**config.mk**
```make
export PLATFORM = sky130hd
export DESIGN_NAME = matrix_transform_flat
export DESIGN_NICKNAME = d
export VERILOG_FILES = /design/src/rtl/render_pkg.sv /design/src/rtl/matrix_transform_if.sv /design/src/rtl/fixed_mac21.sv /design/src/rtl/matrix_transform.sv /design/src/flat_wrapper.sv
export SDC_FILE = /design/constraint.sdc
export NUM_CORES = 2
export LEC_CHECK = 0
export BUFFER_PORTS_ARGS = -buffer_cell sky130_fd_sc_hd__buf_2
export CORE_AREA = 4 4 398 400
export CTS_CLUSTER_DIAMETER = 200
export DETAILED_ROUTE_END_ITERATION = 8
export DIE_AREA = 0 0 402 404
export PLACE_DENSITY = 0.6
export SLEW_MARGIN = 20
export SYNTH_ARGS = -nofsm -noshare
export SYNTH_HDL_FRONTEND = slang
export SYNTH_SLANG_ARGS = --single-unit
```
**constraint.sdc**
```tcl
create_clock -name CLK -period 12.25 [get_ports CLK]
set_input_delay 1.8375 -clock CLK [delete_from_list [all_inputs] [get_ports CLK]]
set_output_delay 1.8375 -clock CLK [all_outputs]
set_load 0.03 [all_outputs]
```
**src/rtl/render_pkg.sv**
```systemverilog
// Shared geometry-pipeline types: datapath widths and the
// matrix_transform stage codes.
package render_pkg;

    localparam int DATA_W = 21;
    localparam int ACC_W  = 44;

    localparam logic [3:0] ST_IDLE   = 4'h0;
    localparam logic [3:0] ST_CLEAR  = 4'h1;
    localparam logic [3:0] ST_LOAD   = 4'h2;
    localparam logic [3:0] ST_MAC    = 4'h3;
    localparam logic [3:0] ST_DIVIDE = 4'h8;

    typedef enum logic [3:0] {
        S_IDLE   = ST_IDLE,
        S_CLEAR  = ST_CLEAR,
        S_LOAD   = ST_LOAD,
        S_MAC    = ST_MAC,
        S_DIVIDE = ST_DIVIDE
    } mt_state_e;

endpackage

```
**src/rtl/matrix_transform_if.sv**
```systemverilog
// Request/result bundle between the geometry front end and
// the matrix_transform stage.
interface matrix_transform_if;
    import render_pkg::*;

    logic                       start;
    logic [16*DATA_W-1:0]       m_flat;
    logic [16*DATA_W-1:0]       v_flat;
    logic [3:0]                 matrix_state;
    logic                       busy;
    logic                       done;
    logic signed [DATA_W-1:0]   d11, d12, d13, d14;
    logic signed [DATA_W-1:0]   d21, d22, d23, d24;
    logic signed [DATA_W-1:0]   d31, d32, d33, d34;
    logic signed [DATA_W-1:0]   d41, d42, d43, d44;

    modport master (
        output start, m_flat, v_flat,
        input  matrix_state, busy, done,
        input  d11, d12, d13, d14, d21, d22, d23, d24,
        input  d31, d32, d33, d34, d41, d42, d43, d44
    );

    modport slave (
        input  start, m_flat, v_flat,
        output matrix_state, busy, done,
        output d11, d12, d13, d14, d21, d22, d23, d24,
        output d31, d32, d33, d34, d41, d42, d43, d44
    );

endinterface

```
**src/rtl/fixed_mac21.sv**
```systemverilog
// Signed Q-format multiply-accumulate with scaled 21-bit result.
// MATRIX_SAT_EN selects saturation instead of two's-complement wrap.
module fixed_mac21
    import render_pkg::*;
#(
    parameter int FRAC_BITS = 8
) (
    input  logic signed [DATA_W-1:0] a_i,
    input  logic signed [DATA_W-1:0] b_i,
    input  logic signed [ACC_W-1:0]  acc_i,
    input  logic                     restart_i,
    output logic signed [ACC_W-1:0]  acc_o,
    output logic signed [DATA_W-1:0] res_o
);

    logic signed [2*DATA_W-1:0] prod;
    logic signed [ACC_W-1:0]    base;
    logic signed [ACC_W-1:0]    shifted;

    assign prod    = a_i * b_i;
    assign base    = restart_i ? '0 : acc_i;
    assign acc_o   = base + {{(ACC_W-2*DATA_W){prod[2*DATA_W-1]}}, prod};
    assign shifted = acc_o >>> FRAC_BITS;

`ifdef MATRIX_SAT_EN
    localparam logic signed [ACC_W-1:0] MAX_V = ACC_W'((1 << (DATA_W-1)) - 1);
    localparam logic signed [ACC_W-1:0] MIN_V = -ACC_W'(1 << (DATA_W-1));

    always_comb begin
        res_o = shifted[DATA_W-1:0];
        if (shifted > MAX_V) begin
            res_o = MAX_V[DATA_W-1:0];
        end else if (shifted < MIN_V) begin
            res_o = MIN_V[DATA_W-1:0];
        end
    end
`else
    logic unused_hi;
    assign unused_hi = ^shifted[ACC_W-1:DATA_W];
    assign res_o     = shifted[DATA_W-1:0];
`endif

endmodule

```
**src/rtl/matrix_transform.sv**
```systemverilog
// D = M x V on one shared MAC, then holds the result for the divide stage.
// Optional MATRIX_SAT_EN saturates results instead of wrapping.
module matrix_transform
    import render_pkg::*;
#(
    parameter int FRAC_BITS   = 8,
    parameter int DIVIDE_HOLD = 405
) (
    input  logic                CLK,
    input  logic                rst,
    matrix_transform_if.slave   io
);

    localparam logic [9:0] HOLD_LAST = 10'(DIVIDE_HOLD - 1);

    mt_state_e                state_q, state_d;
    logic [5:0]               step_q, step_d;
    logic [9:0]               hold_q, hold_d;
    logic signed [ACC_W-1:0]  acc_q, acc_d, acc_n;
    logic signed [DATA_W-1:0] m_q [16];
    logic signed [DATA_W-1:0] m_d [16];
    logic signed [DATA_W-1:0] v_q [16];
    logic signed [DATA_W-1:0] v_d [16];
    logic signed [DATA_W-1:0] d_q [16];
    logic signed [DATA_W-1:0] d_d [16];
    logic signed [DATA_W-1:0] res;
    logic [1:0]               i_c, j_c, k_c;

    // step counter doubles as the i/j/k loop indices, k innermost
    assign i_c = step_q[5:4];
    assign j_c = step_q[3:2];
    assign k_c = step_q[1:0];

    fixed_mac21 #(.FRAC_BITS(FRAC_BITS)) u_mac (
        .a_i       (m_q[{i_c, k_c}]),
        .b_i       (v_q[{k_c, j_c}]),
        .acc_i     (acc_q),
        .restart_i (k_c == 2'd0),
        .acc_o     (acc_n),
        .res_o     (res)
    );

    always_comb begin
        state_d = state_q;
        step_d  = step_q;
        hold_d  = hold_q;
        acc_d   = acc_q;
        m_d     = m_q;
        v_d     = v_q;
        d_d     = d_q;
        case (state_q)
            S_IDLE: begin
                if (io.start) state_d = S_CLEAR;
            end
            S_CLEAR: begin
                for (int n = 0; n < 16; n++) d_d[n] = '0;
                acc_d   = '0;
                step_d  = '0;
                hold_d  = '0;
                state_d = S_LOAD;
            end
            S_LOAD: begin
                for (int n = 0; n < 16; n++) begin
                    m_d[n] = io.m_flat[n*DATA_W +: DATA_W];
                    v_d[n] = io.v_flat[n*DATA_W +: DATA_W];
                end
                state_d = S_MAC;
            end
            S_MAC: begin
                acc_d  = acc_n;
                step_d = step_q + 6'd1;
                if (k_c == 2'd3) d_d[{i_c, j_c}] = res;
                if (step_q == 6'd63) state_d = S_DIVIDE;
            end
            S_DIVIDE: begin
                hold_d = hold_q + 10'd1;
                if (hold_q == HOLD_LAST) begin
                    hold_d  = '0;
                    state_d = S_IDLE;
                end
            end
            default: state_d = S_IDLE;
        endcase
    end

    always_ff @(posedge CLK) begin
        if (rst) begin
            state_q <= S_IDLE;
            step_q  <= '0;
            hold_q  <= '0;
            acc_q   <= '0;
            for (int n = 0; n < 16; n++) begin
                m_q[n] <= '0;
                v_q[n] <= '0;
                d_q[n] <= '0;
            end
        end else begin
            state_q <= state_d;
            step_q  <= step_d;
            hold_q  <= hold_d;
            acc_q   <= acc_d;
            m_q     <= m_d;
            v_q     <= v_d;
            d_q     <= d_d;
        end
    end

    assign io.matrix_state = state_q;
    assign io.busy         = (state_q != S_IDLE);
    assign io.done         = (state_q == S_DIVIDE) && (hold_q == HOLD_LAST);

    assign io.d11 = d_q[0];
    assign io.d12 = d_q[1];
    assign io.d13 = d_q[2];
    assign io.d14 = d_q[3];
    assign io.d21 = d_q[4];
    assign io.d22 = d_q[5];
    assign io.d23 = d_q[6];
    assign io.d24 = d_q[7];
    assign io.d31 = d_q[8];
    assign io.d32 = d_q[9];
    assign io.d33 = d_q[10];
    assign io.d34 = d_q[11];
    assign io.d41 = d_q[12];
    assign io.d42 = d_q[13];
    assign io.d43 = d_q[14];
    assign io.d44 = d_q[15];

endmodule

```
**src/flat_wrapper.sv**
```systemverilog
// flat-port wrapper written by rule: the top's interface ports become plain ports
module matrix_transform_flat import render_pkg::*;
#(
    parameter int FRAC_BITS   = 8,
    parameter int DIVIDE_HOLD = 405
)
  (CLK, rst, io_start, io_m_flat, io_v_flat, io_matrix_state, io_busy, io_done, io_d11, io_d12, io_d13, io_d14, io_d21, io_d22, io_d23, io_d24, io_d31, io_d32, io_d33, io_d34, io_d41, io_d42, io_d43, io_d44);
  matrix_transform_if io_i ();
  input  logic CLK;
  input  logic rst;
  input wire logic [$bits(io_i.start)-1:0] io_start;
  input wire logic [$bits(io_i.m_flat)-1:0] io_m_flat;
  input wire logic [$bits(io_i.v_flat)-1:0] io_v_flat;
  output wire logic [$bits(io_i.matrix_state)-1:0] io_matrix_state;
  output wire logic [$bits(io_i.busy)-1:0] io_busy;
  output wire logic [$bits(io_i.done)-1:0] io_done;
  output wire logic [$bits(io_i.d11)-1:0] io_d11;
  output wire logic [$bits(io_i.d12)-1:0] io_d12;
  output wire logic [$bits(io_i.d13)-1:0] io_d13;
  output wire logic [$bits(io_i.d14)-1:0] io_d14;
  output wire logic [$bits(io_i.d21)-1:0] io_d21;
  output wire logic [$bits(io_i.d22)-1:0] io_d22;
  output wire logic [$bits(io_i.d23)-1:0] io_d23;
  output wire logic [$bits(io_i.d24)-1:0] io_d24;
  output wire logic [$bits(io_i.d31)-1:0] io_d31;
  output wire logic [$bits(io_i.d32)-1:0] io_d32;
  output wire logic [$bits(io_i.d33)-1:0] io_d33;
  output wire logic [$bits(io_i.d34)-1:0] io_d34;
  output wire logic [$bits(io_i.d41)-1:0] io_d41;
  output wire logic [$bits(io_i.d42)-1:0] io_d42;
  output wire logic [$bits(io_i.d43)-1:0] io_d43;
  output wire logic [$bits(io_i.d44)-1:0] io_d44;
  assign io_i.start = io_start;
  assign io_i.m_flat = io_m_flat;
  assign io_i.v_flat = io_v_flat;
  assign io_matrix_state = io_i.matrix_state;
  assign io_busy = io_i.busy;
  assign io_done = io_i.done;
  assign io_d11 = io_i.d11;
  assign io_d12 = io_i.d12;
  assign io_d13 = io_i.d13;
  assign io_d14 = io_i.d14;
  assign io_d21 = io_i.d21;
  assign io_d22 = io_i.d22;
  assign io_d23 = io_i.d23;
  assign io_d24 = io_i.d24;
  assign io_d31 = io_i.d31;
  assign io_d32 = io_i.d32;
  assign io_d33 = io_i.d33;
  assign io_d34 = io_i.d34;
  assign io_d41 = io_i.d41;
  assign io_d42 = io_i.d42;
  assign io_d43 = io_i.d43;
  assign io_d44 = io_i.d44;
  matrix_transform #(.FRAC_BITS(FRAC_BITS), .DIVIDE_HOLD(DIVIDE_HOLD)) u_core (.CLK(CLK), .rst(rst), .io(io_i));
endmodule
```
* After elaboration in Yosys (flattened, before gate mapping) *
Index checks and enable logic that the tools add are counted.
Widths: inputs -> output; s select.

word-level totals
  flip-flop bits (word level) = 1072
  output and inout port bits = 342
  word-level logic and storage cells = 103

operators by class
  add/subtract/negate cells = 3
  multiply operators = 1
  magnitude comparators = 4
  eq/ne operators = 11
  mux-type cells = 20
  bitwise logic cells = 3
  reductions and logical operators = 9

operator list
  cell                   count
  $pmux 336 s2           1
  $bwmux 336             1
  $mux 336               1
  $bmux 21 s4            2
  $mux 21                5
  $pmux 44 s2            1
  $demux 21 s4           1
  $add 44x44->44         1
  $mux 44                1
  $mul 21x21->42         1
  $pmux 10 s2            1
  $pmux 4 s5             1
  $ge 5x5->1 const B     3
  $not 4->5              3
  $mux 4                 3
  $pmux 6 s2             1
  $add 10x1->10 const B  1
  $eq 10x9->1 const B    1
  $mux 10                1
  $eq 4x2->1 const B     2
  $add 6x1->6 const B    1
  $eq 6x6->1 const B     1
  $ne 2x1->1 const B     3
  $lt 5x1->1 const B     1
  11 further kinds       13

* Depth between registers and ports, before layout *
  word-level depth = 9
  depth in mapped cells = 49
  depth with buffers taken out = 42

* Cells and area by module *
From an unflattened synthesis, not the netlist that was laid out.

second synthesis, totals
  cell total of the unflattened synthesis = 7213
  area total of the unflattened synthesis = 62766.4 um^2

modules (own cells, without submodules)
  module            times used  cells an instance  area each (um^2)  sequential area each (um^2)
  matrix_transform  1           5010               43645.6           21440.6
  fixed_mac21       1           2203               19120.8           0.0

* Worst setup path after synthesis *
No wires, ideal clock.

  kind = register to register
  start = register u_core.step_q[0]
  end = register u_core.d_q (netlist bit u_core.io.d12[13])
  library setup time = 0.129 ns
  arrival time = 10.092 ns
  required time = 12.121 ns
  setup slack = 2.030 ns
  stages on the path, launching flop included = 43
  path buffers = 8
  path through = dfxtp_1 > buf_6 > buf_6 > buf_2 > buf_2 > buf_2 > buf_2 > mux4_2 > mux4_2 > clkbuf_1 > nand2_1 > fa_1 > fa_1 > fa_1 > inv_1 > ha_1 > ha_1 > fa_1 > [... 7 more ...] > or2_2 > nand2_1 > nand2_1 > a21o_1 > a21oi_1 > xnor2_1 > ha_1 > o21a_1 > o211ai_1 > nor2_1 > a211oi_1 > o31a_1 > nor2_1 > o31a_1 > and4b_1 > nor3_1 > clkbuf_1 > o21ai_0

between the ends
  word-level cells in the longest chain between the ends = 9
  elaborated cells on any way between the ends = 18
  those cells by class = add/sub: 1; mul: 1; eq/ne: 2; mux: 10; bitwise: 2; reduce/logical: 2

RTL lines
  element                                  RTL line                                        source
  from (decl)                              matrix_transform.sv:17                          logic [5:0] step_q, step_d;
  from (signal assigned)                   matrix_transform.sv:99                          step_q <= step_d;
  $not 4->5 (on tied branches)             matrix_transform.sv:35, matrix_transform.sv:36
  $bmux 21 s4 (on tied branches)           matrix_transform.sv:35, matrix_transform.sv:36
  $mux 21 (on tied branches) (2 in a row)  matrix_transform.sv:35, matrix_transform.sv:36
  $mul 21x21->42                           fixed_mac21.sv:20                               assign prod = a_i * b_i;
  $add 44x44->44                           fixed_mac21.sv:22                               assign acc_o = base + {{(ACC_W-2*DATA_W){prod[2*DATA_W-1]}}, prod};
  $bwmux 336                               matrix_transform.sv:72                          if (k_c == 2'd3) d_d[{i_c, j_c}] = res;
  $mux 336                                 matrix_transform.sv:72
  $pmux 336 s2                             matrix_transform.sv:51                          case (state_q)
  to (signal, indexed assignment)          matrix_transform.sv:95                          d_q[n] <= '0;
  to (signal assigned)                     matrix_transform.sv:104                         d_q <= d_d;
  to (decl)                                matrix_transform.sv:24                          logic signed [DATA_W-1:0] d_q [16];

Several ways; a longest one is shown, not always the timed one. The select of a mux whose other input is x is not followed.
A chain may end at the register's enable or synchronous reset.

* Worst setup path after layout *
  start = register u_core.step_q[2]
  end = register u_core.d_q (netlist bit u_core.io.d33[20])

between the ends
  word-level cells in the longest chain between the ends = 9
  elaborated cells on any way between the ends = 15
  those cells by class = add/sub: 1; mul: 1; order compare: 2; mux: 8; bitwise: 2; reduce/logical: 1

RTL lines
  element                                     RTL line                source
  $not 4->5 (implied by the code)             matrix_transform.sv:36  .b_i (v_q[{k_c, j_c}]),
  $bmux 21 s4                                 matrix_transform.sv:36
  $mux 21 (implied by the code) (2 in a row)  matrix_transform.sv:36
  $mul 21x21->42                              fixed_mac21.sv:20
  $add 44x44->44                              fixed_mac21.sv:22
  $bwmux 336 (*)                              matrix_transform.sv:72
  $mux 336 (*)                                matrix_transform.sv:72
  $pmux 336 s2 (*)                            matrix_transform.sv:51

Every way passes the cells marked *; elsewhere a longest branch is shown, timed or not. The select of a mux whose other input is x is not followed.

==> results_dict.tcl <==
set metrics [dict create \
    vias 49349 \
    grt_usage 0.259 \
    drc_errors 0 \
    grt_util_met1 0.323 \
    setup_viol 0 \
    grt_max_degree 205 \
    antenna_left 0 \
    crit_type "reg2reg" \
    ir_drop_mv 0.135 \
    layout-drive-gt1-share 0.207 \
    fp.dieH_microns 404 \
    post_cts_resize_count 0 \
    netlist.area_leader.share 0.387 \
    fp-row-count 145 \
    cts_tree "done" \
    synth_common_cells "1797 x nand2_1, 1056 x dfxtp_1, 914 x a21oi_1, 464 x inv_1, 425 x clkbuf_1" \
    power.density_nw_per_um2 143 \
    synth.most_common_cell "nand2_1" \
    maxCapViolations 0 \
    start_util 0.352 \
    finalNonFillerCells 9409 \
    setup_ws_ns 1.11 \
    synth_nets 7610 \
    yosys_warnings 0 \
    setup_tns_ns 0 \
    required_ns 12.85 \
    place.gp.congestion 0.930 \
    rsz0062_at_grt "no" \
    root_buffer "clkbuf_16" \
    synth_cell_type_count 61 \
    first_pass_iters 5 \
    slowest_delay_ns 0.88 \
    synth-main-ff-cell "dfxtp_1" \
    antenna_found_initial 38 \
    slew_headroom 0.155 \
    r2r_slack_ns 1.11 \
    status "complete, no violations" \
    overflow 0 \
    clkTransAtPathRegs_ns 0.07 \
    worst_path_max_delay_cell "dfxtp_4" \
    slew_violations 0 \
    io_buffers 1015 \
    finalNetCount 8347 \
    async_flop_share 0 \
    io_pins 1017 \
    finalWirelength_mm 218 \
    clock_latency_ns 0.79 \
    fmaxAchievable_mhz 89.7 \
    die_w_microns 402 \
    grt_pass1_vias 48124 \
    vias_per_cell 5.24 \
    drt-wirelength-per-cell_microns 23.2 \
    skew_ns 0.101 \
    clkSinkCount 1056 \
    cp_max_fo 40 \
    min_path_type "reg2reg" \
    period_share 0.910 \
    synth_seq_cells 1056 \
    h-tree-depth 3 \
    coreArea_sq_um 155000 \
    p_leak_nw 26.7 \
    tightest_slew_ns 1.26 \
    synth.area.top_cells "dfxtp_1 39%, nand2_1 12%, fa_1 11%" \
    worstPathBufferInverterCount 5 \
    syn-instance-count 6504 \
    dieArea_sq_um 162000 \
    worst_path_most_repeated_cell "fa_1" \
    area_growth_pct 19.3 \
    synth_area_leader_cell "dfxtp_1" \
    ys_seq_area_frac 0.387 \
    grt_pass1_wl_mm 316 \
    crit_arrival_ns 11.75 \
    largest_registers "u_core.m_q x336, u_core.v_q x336, u_core.acc_q x29" \
    cts_buffers 112 \
    cts_setup_buffers 0 \
    syn-cell-area_sq_um 54700 \
    ctsHoldBuffers 0 \
    place_ws_ns 0.999 \
    grt.busiest_layer "met2" \
    gr-usage-met3 0.0528 \
    fill_cells 15822 \
    dp.cells 9185 \
    globalRouteMet2Util 0.430 \
    whs_ns 0.450 \
    avgSynthCellArea_sq_um 8.40 \
    clockBufferDepth 3 \
    start_kind "flip-flop" \
    path_delay_family "adder cells" \
    end_kind "flip-flop" \
    final-hold-violation-count 0 \
    synth-edff-count 0 \
    min_period_ns 11.14 \
    dr.first_iter.drc_count 4758 \
    hpwl_mm 165 \
]
final timing paths:
check / depth (start not counted) / start / end
min reg2reg: 2 / u_core.acc_q[20] / u_core.acc_q[20]
min: 2 / u_core.acc_q[20] / u_core.acc_q[20]
max reg2reg: 35 / u_core.step_q[2] / u_core.io.d33[20]
max: 35 / u_core.step_q[2] / u_core.io.d33[20]
through the flow:
stage	utilization	power, W	instance area (sq um)
after floorplan	-	0.00508	54700
after global placement	0.394	0.00578	61300
after detailed placement	0.394	0.00581	61300
after CTS	0.419	0.00938	65100
after global routing	0.420	0.00973	65200
final	0.420	0.00934	65200
where the power goes:
| part | leakage [nW] | total, W | switching [W] | internal, W |
|---|---|---|---|---|
| combinational | 16.2 | 0.00188 | 0.00127 | 0.000618 |
| sequential | 8.56 | 0.00387 | 0.000180 | 0.00369 |
| clock | 1.90 | 0.00358 | 0.00151 | 0.00207 |
| total | 26.7 | 0.00934 | 0.00296 | 0.00638 |
layout make-up:
cell class / count / area, sq um / area share
diodes: 22 / 55.1 / 0.000844
clock buffers: 162 / 3260 / 0.0500
clock inverters: 40 / 622 / 0.00954
inverters: 465 / 1750 / 0.0268
multi-input cells: 4502 / 29900 / 0.459
flip-flops and latches: 1056 / 21200 / 0.324
well taps: 2058 / 2570 / 0.0395
repair buffers: 1104 / 5870 / 0.0900
layer usage:
metal / routed length (microns) / share of wire
met5: 122 / 0.00056
met4: 11400 / 0.052
met3: 15600 / 0.072
met2: 104000 / 0.48
met1: 87100 / 0.40
cells by family (layout without fill, tap and decap cells):
kind of cell | after synthesis | count (layout) | share of synthesized area
other | 1 | 23 | 0.0000686
buffers and inverters | 946 | 1771 | 0.0668
adder cells (fa/ha/maj) | 431 | 431 | 0.140
AND/OR/NAND/NOR | 2539 | 2539 | 0.191
XOR/XNOR | 73 | 73 | 0.0117
AO/OA/AOI/OAI | 1252 | 1252 | 0.122
multiplexers | 206 | 206 | 0.0820
flip-flops | 1056 | 1056 | 0.387
worst register-to-register path, delay by kind of cell, from the launching register on:
| kind | cells | cell delay (ns) |
|---|---|---|
| mux | 1 | 0.54 |
| compound gates | 13 | 3.20 |
| flops | 1 | 0.88 |
| buf+inv | 5 | 0.86 |
| xor+xnor | 3 | 0.48 |
| simple gates | 4 | 1.07 |
| fa+ha+maj | 9 | 3.99 |
cell usage in the layout, fill, tap and decap left out, drive strengths merged, types with 26 or more instances in the layout:
master     n
fa       302
a22oi     28
ha       129
a21oi    914
nand3    306
nand2   1798
o21ai    184
xnor2     61
dfxtp   1056
a31oi     61
clkbuf   162
inv      470
nand2b    26
nor2     235
buf     1104
nor2b     43
and2      65
mux4     193
(Power assumes the default switching activity.)
